==> src/rtl/spi_pkg.sv <==
// Shared types and constants for the SPI slave front end of the SPI RAM.
package spi_pkg;

    localparam int DEF_WORD_W = 10;  // 2 control bits + 8 address/data bits
    localparam int DEF_DATA_W = 8;   // read data returned on MISO
    localparam int CNT_W      = 4;   // received-bit counter width

    // Control field carried in rx_data[9:8]; the RAM decodes it.
    localparam logic [1:0] WR_ADDR = 2'b00;
    localparam logic [1:0] WR_DATA = 2'b01;
    localparam logic [1:0] RD_ADDR = 2'b10;
    localparam logic [1:0] RD_DATA = 2'b11;

    typedef enum logic [2:0] {
        IDLE,
        CHK_CMD,
        WRITE,
        READ_ADD,
        READ_DATA
    } spi_state_e;

endpackage

==> src/rtl/spi_shift_out.sv <==
// Parallel-in/serial-out shifter that drives MISO MSB first after a load.
// MISO shows the MSB on the cycle after load and returns to 0 once the
// last bit has been held for one cycle; done marks that final edge.
module spi_shift_out
    import spi_pkg::*;
#(
    parameter int DATA_W = DEF_DATA_W
) (
    input  logic              clk,
    input  logic              rst_n,
    input  logic              clear,
    input  logic              load,
    input  logic [DATA_W-1:0] load_data,
    output logic              miso,
    output logic              busy,
    output logic              done
);

    localparam int REM_W = $clog2(DATA_W);

    logic [DATA_W-2:0] shreg;
    logic [REM_W-1:0]  remaining;

    // Last bit is on MISO and this edge retires it.
    assign done = busy && (remaining == '0);

    // Load, shift and clear of the outgoing byte.
    always_ff @(posedge clk or negedge rst_n) begin
        if (!rst_n) begin
            miso      <= 1'b0;
            busy      <= 1'b0;
            shreg     <= '0;
            remaining <= '0;
        end else if (clear) begin
            miso      <= 1'b0;
            busy      <= 1'b0;
            remaining <= '0;
        end else if (load) begin
            miso      <= load_data[DATA_W-1];
            shreg     <= load_data[DATA_W-2:0];
            remaining <= REM_W'(DATA_W - 1);
            busy      <= 1'b1;
        end else if (busy) begin
            if (done) begin
                miso <= 1'b0;
                busy <= 1'b0;
            end else begin
                miso      <= shreg[DATA_W-2];
                shreg     <= {shreg[DATA_W-3:0], 1'b0};
                remaining <= remaining - REM_W'(1);
            end
        end
    end

endmodule

==> src/rtl/spi_slave_fsm.sv <==
// SPI slave front end: deserialises MOSI into command words for the RAM
// and serialises RAM read data back onto MISO after a RD_DATA command.
module spi_slave_fsm
    import spi_pkg::*;
#(
    parameter int WORD_W = DEF_WORD_W,
    parameter int DATA_W = DEF_DATA_W
) (
    input  logic              clk,
    input  logic              rst_n,
    input  logic              SS_n,
    input  logic              MOSI,
    output logic              MISO,
    output logic [WORD_W-1:0] rx_data,
    output logic              rx_valid,
    input  logic [DATA_W-1:0] tx_data,
    input  logic              tx_valid
);

    localparam logic [CNT_W-1:0] LAST_BIT = CNT_W'(WORD_W - 1);
    localparam logic [CNT_W-1:0] WORD_CNT = CNT_W'(WORD_W);

    spi_state_e        state, state_next;
    logic [CNT_W-1:0]  bit_cnt;
    logic [WORD_W-2:0] rx_shift;
    logic              rd_addr_seen;
    logic              shifting, word_done, tx_load, tx_busy, tx_done;

    // Strobes derived from the current state; an abort (SS_n high) masks them all.
    always_comb begin
        shifting  = (state inside {WRITE, READ_ADD, READ_DATA}) && !SS_n && (bit_cnt < WORD_CNT);
        word_done = shifting && (bit_cnt == LAST_BIT);
        // Read data is accepted once per read: rd_addr_seen drops after shift-out.
        tx_load   = (state == READ_DATA) && !SS_n && (bit_cnt == WORD_CNT)
                    && rd_addr_seen && !tx_busy && tx_valid;
    end

    // State register.
    always_ff @(posedge clk or negedge rst_n) begin
        if (!rst_n) begin
            state <= IDLE;
        end else begin
            // NOTE: clocked state uses non-blocking assignment so every flop
            // samples pre-edge values regardless of statement order.
            state <= state_next;
        end
    end

    // Next-state logic; SS_n high returns to IDLE from anywhere.
    always_comb begin
        // NOTE: default first so no path leaves state_next unassigned (no latch).
        state_next = state;
        unique case (state)
            IDLE:    if (!SS_n) state_next = CHK_CMD;
            CHK_CMD: begin
                if (SS_n)              state_next = IDLE;
                else if (!MOSI)        state_next = WRITE;
                else if (rd_addr_seen) state_next = READ_DATA;
                else                   state_next = READ_ADD;
            end
            WRITE, READ_ADD, READ_DATA: if (SS_n) state_next = IDLE;
            default: state_next = IDLE;
        endcase
    end

    // Input shifter, bit counter, received-word register and read-address flag.
    always_ff @(posedge clk or negedge rst_n) begin
        if (!rst_n) begin
            // NOTE: rx_shift is reset too; it is a handful of flops, not a memory,
            // and a known value keeps partial words deterministic.
            bit_cnt      <= '0;
            rx_shift     <= '0;
            rx_data      <= '0;
            rx_valid     <= 1'b0;
            rd_addr_seen <= 1'b0;
        end else begin
            rx_valid <= 1'b0;
            if (SS_n || state == IDLE || state == CHK_CMD) begin
                bit_cnt <= '0;
            end else if (shifting) begin
                // Counter stops at WORD_W, so it never wraps inside a frame.
                bit_cnt  <= bit_cnt + CNT_W'(1);
                rx_shift <= {rx_shift[WORD_W-3:0], MOSI};
                if (word_done) begin
                    rx_data  <= {rx_shift, MOSI};
                    rx_valid <= 1'b1;
                    if (state == READ_ADD) rd_addr_seen <= 1'b1;
                end
            end
            if (tx_done && !SS_n) rd_addr_seen <= 1'b0;
        end
    end

    spi_shift_out #(
        .DATA_W (DATA_W)
    ) u_shift_out (
        .clk       (clk),
        .rst_n     (rst_n),
        .clear     (SS_n),
        .load      (tx_load),
        .load_data (tx_data),
        .miso      (MISO),
        .busy      (tx_busy),
        .done      (tx_done)
    );

endmodule

==> config.mk <==
export PLATFORM = sky130hd
export DESIGN_NAME = spi_slave_fsm
export DESIGN_NICKNAME = d
export VERILOG_FILES = /design/src/rtl/spi_pkg.sv /design/src/rtl/spi_shift_out.sv /design/src/rtl/spi_slave_fsm.sv
export SDC_FILE = /design/constraint.sdc
export NUM_CORES = 1
export LEC_CHECK = 0
export ABC_AREA = 0
export BUFFER_PORTS_ARGS = -buffer_cell sky130_fd_sc_hd__buf_2
export CORE_MARGIN = 5
export CORE_UTILIZATION = 51
export CTS_CLUSTER_DIAMETER = 80
export CTS_CLUSTER_SIZE = 40
export DETAILED_ROUTE_END_ITERATION = 7
export PLACE_DENSITY_LB_ADDON = 0.3
export RECOVER_POWER = 50
export SLEW_MARGIN = 15
export SYNTH_ARGS = -nofsm -noshare
export SYNTH_HDL_FRONTEND = slang
export SYNTH_SLANG_ARGS = --single-unit
==> constraint.sdc <==
create_clock -name clk -period 2 [get_ports clk]
set_clock_uncertainty 0.2 [all_clocks]
set_input_delay 0 -clock clk [delete_from_list [all_inputs] [get_ports clk]]
set_output_delay 0 -clock clk [all_outputs]
set_load 0.02 [all_outputs]
Yosys cells after proc, flatten, opt, wreduce, memory -nomap -nowiden:

Cells that the tools add are included.
W data, S select, Z words.

* add/sub/neg operators: 2
* $lt $le $gt $ge: 1
* equality and inequality tests: 11
* muxes and demuxes: 31
* bitwise logic cells: 2
* reduce and logical (&&, ||, !) cells: 30

Operators with widths (number)
* $mux W3: 9
* $mux W7: 3
* $mux W1: 16
* $logic_and A1 B1 Y1: 10
* $reduce_bool A2 Y1: 5
* $pmux W3 S3: 1
* $eq A4 B4 Y1 const B: 2
* $mux W4: 2
* $eq A3 B2 Y1 const B: 2
* $logic_not A3 Y1: 2
* $ne A2 B2 Y1 const B: 3
* $reduce_and A2 Y1: 3
* $reduce_and A3 Y1: 2
* $reduce_bool A3 Y1: 2
* $add A4 B1 Y4 const B: 1
* $lt A4 B4 Y1 const B: 1
* $reduce_and A4 Y1: 1
* $eq A3 B1 Y1 const B: 1
* $eq A3 B3 Y1 const B: 1
* $ne A3 B3 Y1 const B: 1
* $reduce_or A3 Y1: 1
* $sub A3 B1 Y3 const B: 1
* $logic_not A1 Y1: 2
* $logic_or A1 B1 Y1: 2
* other kinds (2): 3

* bits in registers: 40
* input bits: 13
* output and inout bits: 12

Longest topological paths before layout:

Gate-level depths: netlist of run 1.

* word-level depth: 9
* gate-level depth with buffers: 7
* mapped depth without buffers: 6

By module:

Synthesis of run 1 repeated with hierarchy kept, for this count alone.

* cell total of the unflattened synthesis: 146
* area, all modules: 1934.4 µm²

By module, submodules not included
* spi_slave_fsm: instances 1, cells each 92, area each 1318.8 µm², seq. area each 700.7 µm²
* spi_shift_out: instances 1, cells each 54, area each 615.6 µm², seq. area each 300.3 µm²

Worst setup path after synthesis of run 1:

No wires, ideal clock.

* path kind: register -> register
* from: register u_shift_out.remaining[0]
* to: register u_shift_out.shreg[4]
* arrival time: 1.673 ns
* path slack: 0.002 ns
* cell stages (with the launch flop): 7
* buffers on the path: 0
* clock period less this slack: 1.998 ns
* path through: dfrtp_1 > inv_1 > ha_1 > nor2b_1 > nor2_1 > mux2_2 > mux2_2

* longest elaborated chain between the ends: 4

RTL lines
* start, declared: line spi_shift_out.sv:22 `logic [REM_W-1:0] remaining;`
* start signal, assigned: line spi_shift_out.sv:41 `remaining <= REM_W'(DATA_W - 1);`
* start signal, assigned: line spi_shift_out.sv:50 `remaining <= remaining - REM_W'(1);`
* $logic_not A3 Y1: line spi_shift_out.sv:25 `assign done = busy && (remaining == '0);`
* $logic_and A1 B1 Y1: line spi_shift_out.sv:25
* $ne A2 B2 Y1 (no source line)
* $reduce_and A3 Y1 (no source line)
* end signal, assigned: line spi_shift_out.sv:40 `shreg <= load_data[DATA_W-2:0];`
* end signal, assigned: line spi_shift_out.sv:49 `shreg <= {shreg[DATA_W-3:0], 1'b0};`
* end, declared: line spi_shift_out.sv:21 `logic [DATA_W-2:0] shreg;`

No other way between the ends.
A chain may end at the register's enable or synchronous reset.

Worst setup path after layout of run 1:

* from: register state[0]
* to: register rx_data[3]

* longest elaborated chain between the ends: 6

RTL lines
* start, declared: line spi_slave_fsm.sv:23 `spi_state_e state, state_next;`
* start signal, assigned: line spi_slave_fsm.sv:45 `state <= state_next;`
* $eq A3 B2 Y1 or $eq A3 B3 Y1 (tied branches): line spi_slave_fsm.sv:31 `shifting = (state inside {WRITE, READ_ADD, READ_DATA}) && !SS_n && (bit_cnt < WORD_CNT);`
* $reduce_bool A3 Y1: line spi_slave_fsm.sv:31
* $logic_and A1 B1 Y1 (2 in series): line spi_slave_fsm.sv:31
* $logic_and A1 B1 Y1: line spi_slave_fsm.sv:32 `word_done = shifting && (bit_cnt == LAST_BIT);`
* $reduce_and A3 Y1 (no source line) (*)
* end signal, assigned: line spi_slave_fsm.sv:85 `rx_data <= {rx_shift, MOSI};`
* end, declared: line spi_slave_fsm.sv:14 `output logic [WORD_W-1:0] rx_data,`

Mark *: on every way between the ends. The rest lies on a longest branch, timed or not.

==> results of run 1 <==
[cell families after synthesis]
group                    Yosys count  synth area share (%)
AND/OR/NAND/NOR                   36                  11.5
multiplexers                      28                  18.5
adder cells (fa/ha/maj)            5                  3.32
XOR/XNOR                           3                  1.39
AO/OA/AOI/OAI                     23                  8.77
flip-flops                        40                  53.1
buffers and inverters             13                  3.45
[final cells by class]
cell class / instances / area [um^2]
clock buffers: 6 / 82.6
repair buffers: 52 / 374
multi-input cells: 95 / 830
clock inverters: 2 / 38.8
well taps: 48 / 60.1
inverters: 8 / 30.0
flip-flops and latches: 40 / 1000
fillers: 297 / 1220
[worst max-delay path, cell delays in order, from the launching register on]
cell and delay [ns]:
dfrtp_1 0.39, or2_4 0.28, mux2_4 0.28, nor3b_4 0.21
buf_12 0.17, mux2_4 0.30
[repair_timing]
item | CTS | global route
hold buffers | 11 | 0
endpoints found under the setup margin | 0 | 16
resized for setup | 0 | 3
endpoints found under the hold margin | 59 | 0
[cells in the final DEF, fill, tap and decap left out, drive strengths merged, types with 5 or more instances in the layout]
cell type    netlist  final
dfrtp             40     40
buf                5     37
mux2              24     24
dlygate4sd3        0     11
clkbuf             0     10
nor2               9      9
inv                8      8
nand2              7      7
a21o               7      7
nand2b             6      6
ha                 5      5
[synthesized netlist by cell type]
| cell type | count |
|---|---|
| or2_4 | 1 |
| a21oi_1 | 3 |
| nor4_4 | 1 |
| inv_1 | 8 |
| mux2_4 | 10 |
| buf_6 | 1 |
| nand2_1 | 7 |
| buf_4 | 2 |
| nor2b_1 | 2 |
| nor3b_1 | 2 |
| a41oi_1 | 2 |
| dfrtp_1 | 40 |
| a211o_1 | 1 |
| nand4_1 | 1 |
| mux2_2 | 14 |
| buf_1 | 1 |
| mux2i_1 | 4 |
| or2_2 | 1 |
| o21ai_0 | 2 |
| nor2_1 | 9 |
| nor4_1 | 1 |
| a211oi_1 | 1 |
| xnor2_1 | 3 |
| nor3b_4 | 1 |
| nor3_1 | 3 |
| o22ai_1 | 1 |
| nand2b_1 | 6 |
| buf_2 | 1 |
| a31oi_1 | 2 |
| a21o_1 | 7 |
| a22o_1 | 4 |
| nand4b_1 | 1 |
| ha_1 | 5 |
[worst paths after layout]
| check | from | endpoint | slack (ns) | cells after the start |
|---|---|---|---|---|
| max | state[0] | rx_data[3] | 0.04 | 5 |
| min | tx_valid | u_shift_out.remaining[1] | 0.12 | 5 |
| max reg2reg | state[0] | rx_data[3] | 0.04 | 5 |
| min reg2reg | u_shift_out.shreg[1] | u_shift_out.shreg[1] | 0.28 | 1 |
| max in group asynchronous | rst_n | u_shift_out.shreg[3] | 0.44 | 3 |
| min in group asynchronous | rst_n | bit_cnt[0] | 0.23 | 2 |
[stage by stage]
step | setup WS, ns | power, mW | instance area, um^2 | setup TNS [ns]
2_1_floorplan | 0.00193 | 1.07 | 1880 | 0
3_3_place_gp | 0.0656 | 1.14 | 2180 | 0
3_5_place_dp | 0.0367 | 1.17 | 2180 | 0
4_1_cts | 0.0143 | 1.88 | 2410 | 0
5_1_grt | -0.00487 | 1.96 | 2420 | -0.0155
6_report | 0.0373 | 1.86 | 2420 | 0
[flip-flops by register name, indices dropped and copies added (netlist names), 3 cells and up]
name / flops
rx_data: 10
rx_shift: 9
u_shift_out.shreg: 7
bit_cnt: 4
state: 3
u_shift_out.remaining: 3
[power groups by stage]
stage                     clock [mW]  sequential (mW)  combinational (mW)
after floorplan                    0            0.957               0.117
after global placement             0            0.968               0.174
after detailed placement           0            0.978               0.187
after CTS                      0.715            0.962               0.203
after global routing           0.762            0.975               0.224
final                          0.700            0.963               0.198
[metal layers]
| layer | global-route usage, % | vias to the layer above | share of wire, % |
|---|---|---|---|
| met4 | 8.14 | 0 | 2.4 |
| li1 | - | 624 | - |
| met5 | 0 | - | 0 |
| met1 | 19.2 | 656 | 41 |
| met3 | 4.69 | 10 | 3.8 |
| met2 | 29.4 | 23 | 53 |
==> run summary, run 1 <==
status: complete, no violations
Worst Max-Slew Pin Slew: 1.11 ns
layout cells sized above 1: 37.4%
CTS HTree Levels: 2
core footprint: 0.00363 mm^2
CTS tree: done
share of the synthesized area in the top cell type: 53.1%
clock transition at the registers of the reported paths: 0.08 ns
critical path fanouts, max: 11
Finished Layout Cells: 251
PortBufs: 24
WL final: 3.76 mm
initial DRC count: 60
Starting Density: 51.9%
Util after Layout: 66.5%
Psw: 0.441 mW
cell taking the most area after synthesis: dfrtp_1
Ports: 25
power density cells: 770 mW/mm^2
CP Class: reg2reg
drt drc: 0
HPWL Detailed: 2.78 mm
pin count of the biggest net entering global routing: 22
largest cells by area after synthesis: dfrtp_1 53%, mux2_2 8.4%, mux2_4 8.0%
initial antenna violation count: 0
post-synthesis cell count: 148
Final Critical Period: 1.96 ns
Yosys cell types: 33
max-slew violations: 0
flops & latches, synth: 40
Die H: 70.8 um
first-pass GRT wire length: 6.60 mm
Post-Place Cells: 232
Leak Pwr: 1.23 nW
setup repair after global routing missed its margin: true
DRT Pass-1 Iters: 4
grt total ovfl: 0
Critical Path AT: 1.95 ns
root buf cell: clkbuf_8
P_int: 1.42 mW
Setup Viol. Count Final: 0
power share of the sequential group: 51.7%
Post-Syn Nets: 166
Setup crit end kind: flop
Comb pwr share: 10.6%
Worst setup SP type: flop
YS warnings: 0
Critical Path RT: 1.99 ns
switch share: 23.7%
endpoints failing hold: 0
nets@finish: 220
Clk pwr share: 37.6%
aggregate global-route resource usage: 16.9%
die width: 70.8 um
routability cong.: 0.716
Post-Syn Area per Cell: 12.7 um^2
Max transition margin: 25.7%
CTS Buffer Depth: 2
mapped cell area: 0.00188 mm^2
hold crit path type: in2reg
Max Fclk: 510 MHz
Final ANT Viol Nets: 0
Clock Latency Late Sink: 0.30 ns
DR WL/cell: 15.0 um
Diodes inserted: 0
sequential fraction of the synthesis area: 53.1%
worst vdd ir: 0.370 mV
row cnt: 22
vias in the first global route: 1412
Vias: 1313
synthesis-to-layout area growth: 28.2%
DR vias/cell: 5.23
clock sink count: 40
CTS Buf Count: 5
MaxCap Viol Count: 0
Setup Buffers After CTS: 0
Hold Slack: 0.123 ns
final worst-path cycle share: 98.1%
Die ar.: 0.00501 mm^2
(Power assumes the default switching activity.)
==> run 2, diff against run 1 <==
--- a/config.mk
+++ b/config.mk
@@ -7,13 +7,13 @@
 export LEC_CHECK = 0
 export ABC_AREA = 0
 export BUFFER_PORTS_ARGS = -buffer_cell sky130_fd_sc_hd__buf_2
-export CORE_MARGIN = 5
 export CORE_UTILIZATION = 51
 export CTS_CLUSTER_DIAMETER = 80
 export CTS_CLUSTER_SIZE = 40
 export DETAILED_ROUTE_END_ITERATION = 7
-export PLACE_DENSITY_LB_ADDON = 0.3
+export PLACE_DENSITY_LB_ADDON = 0.25
 export RECOVER_POWER = 50
+export SKIP_CTS_REPAIR_TIMING = 1
 export SLEW_MARGIN = 15
 export SYNTH_ARGS = -nofsm -noshare
 export SYNTH_HDL_FRONTEND = slang
==> run 2 against run 1 <==
Effect of this change: total power shrank 8.1%; first-iteration DRC count shrank 37%; utilization grew 2.2 points; combinational power is essentially flat; global-route usage grew 3.4 points; hold slack lost 0.010 ns; non-clock buffer count shrank 1; die area shrank 21%; worst setup slack gained 0.0022 ns; count of clock-buffer cells in the layout grew 1; critical endpoint is now rx_data[0]; largest cell class unchanged.
==> run summary, run 2 (same netlist as run 1, synthesis figures left out) <==
status: complete, no violations
Max transition margin: 34.1%
Worst Hold Path Cells: 5
most frequent cells in the layout: 40 x dfrtp_1, 14 x mux2_2, 14 x clkbuf_1
MaxCap Viol Count: 0
setup repair after global routing missed its margin: true
Seq. cell area: 0.00100 mm^2
power density cells: 723 mW/mm^2
Critical Path AT: 1.95 ns
CP max stage cell: dfrtp_1
CTS HTree Levels: 2
GR Layer Usage met2: 32.6%
Top Registers: rx_data x10, rx_shift x9, u_shift_out.shreg x7
Critical Path RT: 1.99 ns
Final ANT Viol Nets: 0
hold crit path type: in2reg
initial DRC count: 38
r2r endpoint: rx_data[0]
crit path buf inv count: 1
register name with the most flops: rx_data
Starting Density: 54.7%
aggregate global-route resource usage: 20.3%
CP Class: reg2reg
critical path fanouts, max: 11
final worst-path cycle share: 98.0%
GR peak layer: met2
DRT Pass-1 Iters: 4
clock transition at the registers of the reported paths: 0.08 ns
worst vdd ir: 0.471 mV
PortBufs: 24
drt drc: 0
Power Total: 1.71 mW
WL final: 3.47 mm
endpoints failing hold: 0
synthesis-to-layout area growth: 25.5%
Diodes inserted: 0
footprint of the multi-input gates: 826 um^2
DR vias/cell: 5.22
worst reg2reg startpoint: state[0]
Die ar.: 0.00394 mm^2
CP cell instances: or2_4, mux2_4, nor3b_4, buf_12, mux2_2
CTS Buf Count: 5
kind of cell adding the most delay to the critical path: multiplexers
root buf cell: clkbuf_8
Die H: 62.8 um
pin count of the biggest net entering global routing: 41
Ports: 25
largest stage delay on the critical path: 0.38 ns
Worst setup SP type: flop
flop2flop setup slack: 0.04 ns
Setup Viol. Count Final: 0
CTS Buffer Depth: 2
DR WL/cell: 14.0 um
CTS tree: done
vias in the first global route: 1309
Reg2Reg Depth: 5
Clock Latency Late Sink: 0.30 ns
Util after Layout: 68.7%
nets@finish: 219
initial antenna violation count: 0
clock sink count: 40
routability cong.: 0.882
core footprint: 0.00344 mm^2
grt total ovfl: 0
die width: 62.8 um
Setup crit end kind: flop
met1 usage in global routing: 24.7%
max FFs per register: 10
hold endpoint: u_shift_out.remaining[1]
first-pass GRT wire length: 5.98 mm
HPWL Detailed: 2.47 mm
Leak Pwr: 1.17 nW
Vias: 1294
Worst Max-Slew Pin Slew: 0.989 ns
layout cells sized above 1: 31.7%
Worst Hold Launch: tx_valid
max-slew violations: 0
grt met3 use: 8.21%
Max Fclk: 510 MHz
commonest non-fill, non-tap cell in the layout: dfrtp_1
Final Critical Period: 1.96 ns
row cnt: 21
fill cell count: 271
run 2: changes by cell type in the layout (fill, tap and decap cells not counted):
| cell | change |
|---|---|
| buf_2 | -11 |
| clkbuf_1 | +11 |
| mux2_2 | +1 |
| clkinv_4 | -1 |
| mux2_4 | -1 |
| clkinvlp_4 | +1 |
| bufinv_16 | -1 |
run 2: worst reg2reg max path: cells and delay by family (launching register included):
kind	cells	cell delay [ns]
multiplexers	2	0.61
AND/OR/NAND/NOR	2	0.49
flip-flops	1	0.38
buffers and inverters	1	0.17
run 2: layout make-up:
type                            instances  share of cell area [%]
Clock inverter                          1                   0.317
Timing Repair Buffer                   51                    15.1
Inverter                                8                    1.27
Clock buffer                            7                    3.65
Multi-Input combinational cell         95                    34.9
Tap cell                               46                    2.43
Sequential cell                        40                    42.3
run 2: worst max path at each step:
stage | startpoint | to | slack, ns | cells after the start
6_report | state[0] | rx_data[0] | 0.04 | 5
5_1_grt | state[0] | rx_data[0] | -0.03 | 5
4_1_cts | bit_cnt[1] | rx_data[0] | 0.02 | 6
3_5_place_dp | state[0] | rx_data[0] | 0.03 | 5
3_3_place_gp | state[0] | rx_data[0] | 0.07 | 5
2_1_floorplan | u_shift_out.remaining[0] | u_shift_out.shreg[4] | 0.002 | 6
run 2: where the power goes:
part	total, mW	switching, mW	internal (mW)
clock	0.553	0.273	0.280
sequential	0.956	0.0610	0.895
combinational	0.199	0.0825	0.117
run 2: per-layer routing:
| layer | vias to the layer above | share of wire (%) |
|---|---|---|
| met5 | - | 0 |
| met2 | 35 | 51 |
| met4 | 0 | 2.0 |
| met3 | 7 | 4.6 |
| met1 | 631 | 43 |
| li1 | 621 | - |
run 2: through the flow:
step	cell area, um^2	hold WS [ns]	instances	setup slack [ns]	setup TNS [ns]
after floorplan	1880	-0.496	148	0.00193	0
after global placement	2170	-0.0498	229	0.0674	0
after detailed placement	2170	-0.0300	229	0.0311	0
after CTS	2270	-0.354	237	0.0220	0
after global routing	2360	0.127	248	-0.0308	-0.0328
final	2360	0.113	248	0.0395	0
==> run 3, diff against run 2 <==
--- a/config.mk
+++ b/config.mk
@@ -11,6 +11,7 @@
 export CTS_CLUSTER_DIAMETER = 80
 export CTS_CLUSTER_SIZE = 40
 export DETAILED_ROUTE_END_ITERATION = 7
+export GPL_TIMING_DRIVEN = 0
 export PLACE_DENSITY_LB_ADDON = 0.25
 export RECOVER_POWER = 50
 export SKIP_CTS_REPAIR_TIMING = 1
==> run 3 against run 2 <==
Effect of this change: critical path depth is the same; total power is 1.4% higher; via count up 2.3%; flip-flop and latch count stayed put; global-route usage shrank 1.5 points; largest power group unchanged; critical endpoint is now rx_data[7]; hold slack improved by 0.024 ns; the flow now finishes with violations (negative setup slack); count of clock-buffer cells in the layout is 1 lower.
==> run summary, run 3 (same netlist as run 1, synthesis figures left out) <==
status: complete, but fails checks
failing checks: negative setup slack
Worst Hold Path Cells: 5
largest stage delay on the critical path: 0.44 ns
Reg2Reg Depth: 5
power share of the sequential group: 55.7%
endpoints failing hold: 0
kind of cell adding the most delay to the critical path: multiplexers
max-slew violations: 0
Diodes inserted: 0
Comb pwr share: 11.5%
root buf cell: clkbuf_8
Crit path depth: 5
CTS tree: done
Die H: 62.8 um
CP Class: reg2reg
critical path fanouts, max: 6
Starting Density: 54.7%
MaxCap Viol Count: 0
Setup Viol. Count Final: 9
grt total ovfl: 0
setup repair after global routing missed its margin: true
commonest non-fill, non-tap cell in the layout: dfrtp_1
Die ar.: 0.00394 mm^2
Setup crit end kind: flop
Final WS setup: -0.0490 ns
DR vias/cell: 5.38
Leak Pwr: 1.15 nW
final worst-path cycle share: 102%
Final ANT Viol Nets: 0
core footprint: 0.00344 mm^2
crit path buf inv count: 1
synthesis-to-layout area growth: 25.0%
Max transition margin: 41.0%
Top Registers: rx_data x10, rx_shift x9, u_shift_out.shreg x7
DRT Pass-1 Iters: 5
Psw: 0.438 mW
clock transition at the registers of the reported paths: 0.08 ns
worst vdd ir: 0.383 mV
die width: 62.8 um
initial DRC count: 61
CTS HTree Levels: 2
P_int: 1.30 mW
WL final: 3.77 mm
row cnt: 21
Clk pwr share: 32.8%
Hold Slack: 0.136 ns
initial antenna violation count: 0
Max Fclk: 488 MHz
CTS Buffer Depth: 2
CP cell instances: or2_4, mux2_4, nor3b_4, buf_6, mux2_4
CP max stage cell: dfrtp_2
Critical Path RT: 1.98 ns
pin count of the biggest net entering global routing: 41
PortBufs: 24
cell mode on critical path: mux2_4
vias in the first global route: 1279
Ports: 25
register name with the most flops: rx_data
DR WL/cell: 15.3 um
drt drc: 0
routability cong.: 0.840
layout cells sized above 1: 34.0%
Final Critical Period: 2.05 ns
aggregate global-route resource usage: 18.8%
Vias: 1324
clock sink count: 40
Util after Layout: 68.4%
Worst Max-Slew Pin Slew: 0.885 ns
max FFs per register: 10
HPWL Detailed: 2.34 mm
Worst setup SP type: flop
most frequent cells in the layout: 37 x dfrtp_1, 14 x mux2_2, 13 x buf_2
Clock Latency Late Sink: 0.30 ns
first-pass GRT wire length: 5.66 mm
Place WS: -0.194 ns
power density cells: 736 mW/mm^2
hold crit path type: in2reg
nets@finish: 217
Critical Path AT: 2.03 ns
switch share: 25.3%
CTS Buf Count: 5
## run 3: cell count changes in the layout (fill, tap and decap cells not counted), moves of 2 or more
cell      delta
buf_6        +4
buf_4        -5
clkbuf_1     -2
dfrtp_2      +3
buf_12       -2
buf_2        +2
dfrtp_1      -3
## run 3: area by class of cell
class,instances,area [um^2]
inverters,8,30.0
well taps,46,57.6
clock inverters,2,15.0
flip-flops and latches,40,1000
multi-input cells,95,836
repair buffers,44,287
plain buffers,5,42.5
clock buffers,6,82.6
fillers,249,1090
## run 3: power groups by stage
stage / combinational [mW] / sequential [mW] / clock, mW
2_1_floorplan: 0.117 / 0.957 / 0
3_3_place_gp: 0.155 / 0.973 / 0
3_5_place_dp: 0.164 / 0.982 / 0
4_1_cts: 0.165 / 0.965 / 0.580
5_1_grt: 0.221 / 0.979 / 0.616
6_report: 0.200 / 0.966 / 0.568
## run 3: per-stage QoR
step	instance area (um^2)	setup TNS, ns	instances	total power [mW]
final	2350	-0.358	246	1.73
after global routing	2350	-0.978	246	1.82
after CTS	2160	-1.92	226	1.71
after detailed placement	2060	-1.52	218	1.15
after global placement	2060	-1.15	218	1.13
after floorplan	1880	0	148	1.07
## run 3: path summary, 6_finish.rpt
check	from	endpoint	slack [ns]
worst max-delay path	state[1]	rx_data[7]	-0.05
worst min-delay path	tx_valid	u_shift_out.shreg[0]	0.14
worst max register to register	state[1]	rx_data[7]	-0.05
worst min register to register	u_shift_out.shreg[3]	u_shift_out.shreg[3]	0.30
max in group asynchronous	rst_n	state[1]	0.84
min in group asynchronous	rst_n	rx_data[8]	0.16
## run 3: tightest hold or removal path, cell delays in order
cell     delay (ns)
buf_2          0.10
nand4_1        0.12
nor4_4         0.06
buf_6          0.13
a21o_1         0.17
## run 3: layer usage
metal,GRT usage [%],wire length [um],vias to the layer above,part of all wire (%)
met5,0,0,-,0
met2,32.5,1960,44,52
met1,22.4,1590,660,42
met3,6.39,170,5,4.5
li1,-,-,615,-
met4,4.65,53,0,1.4
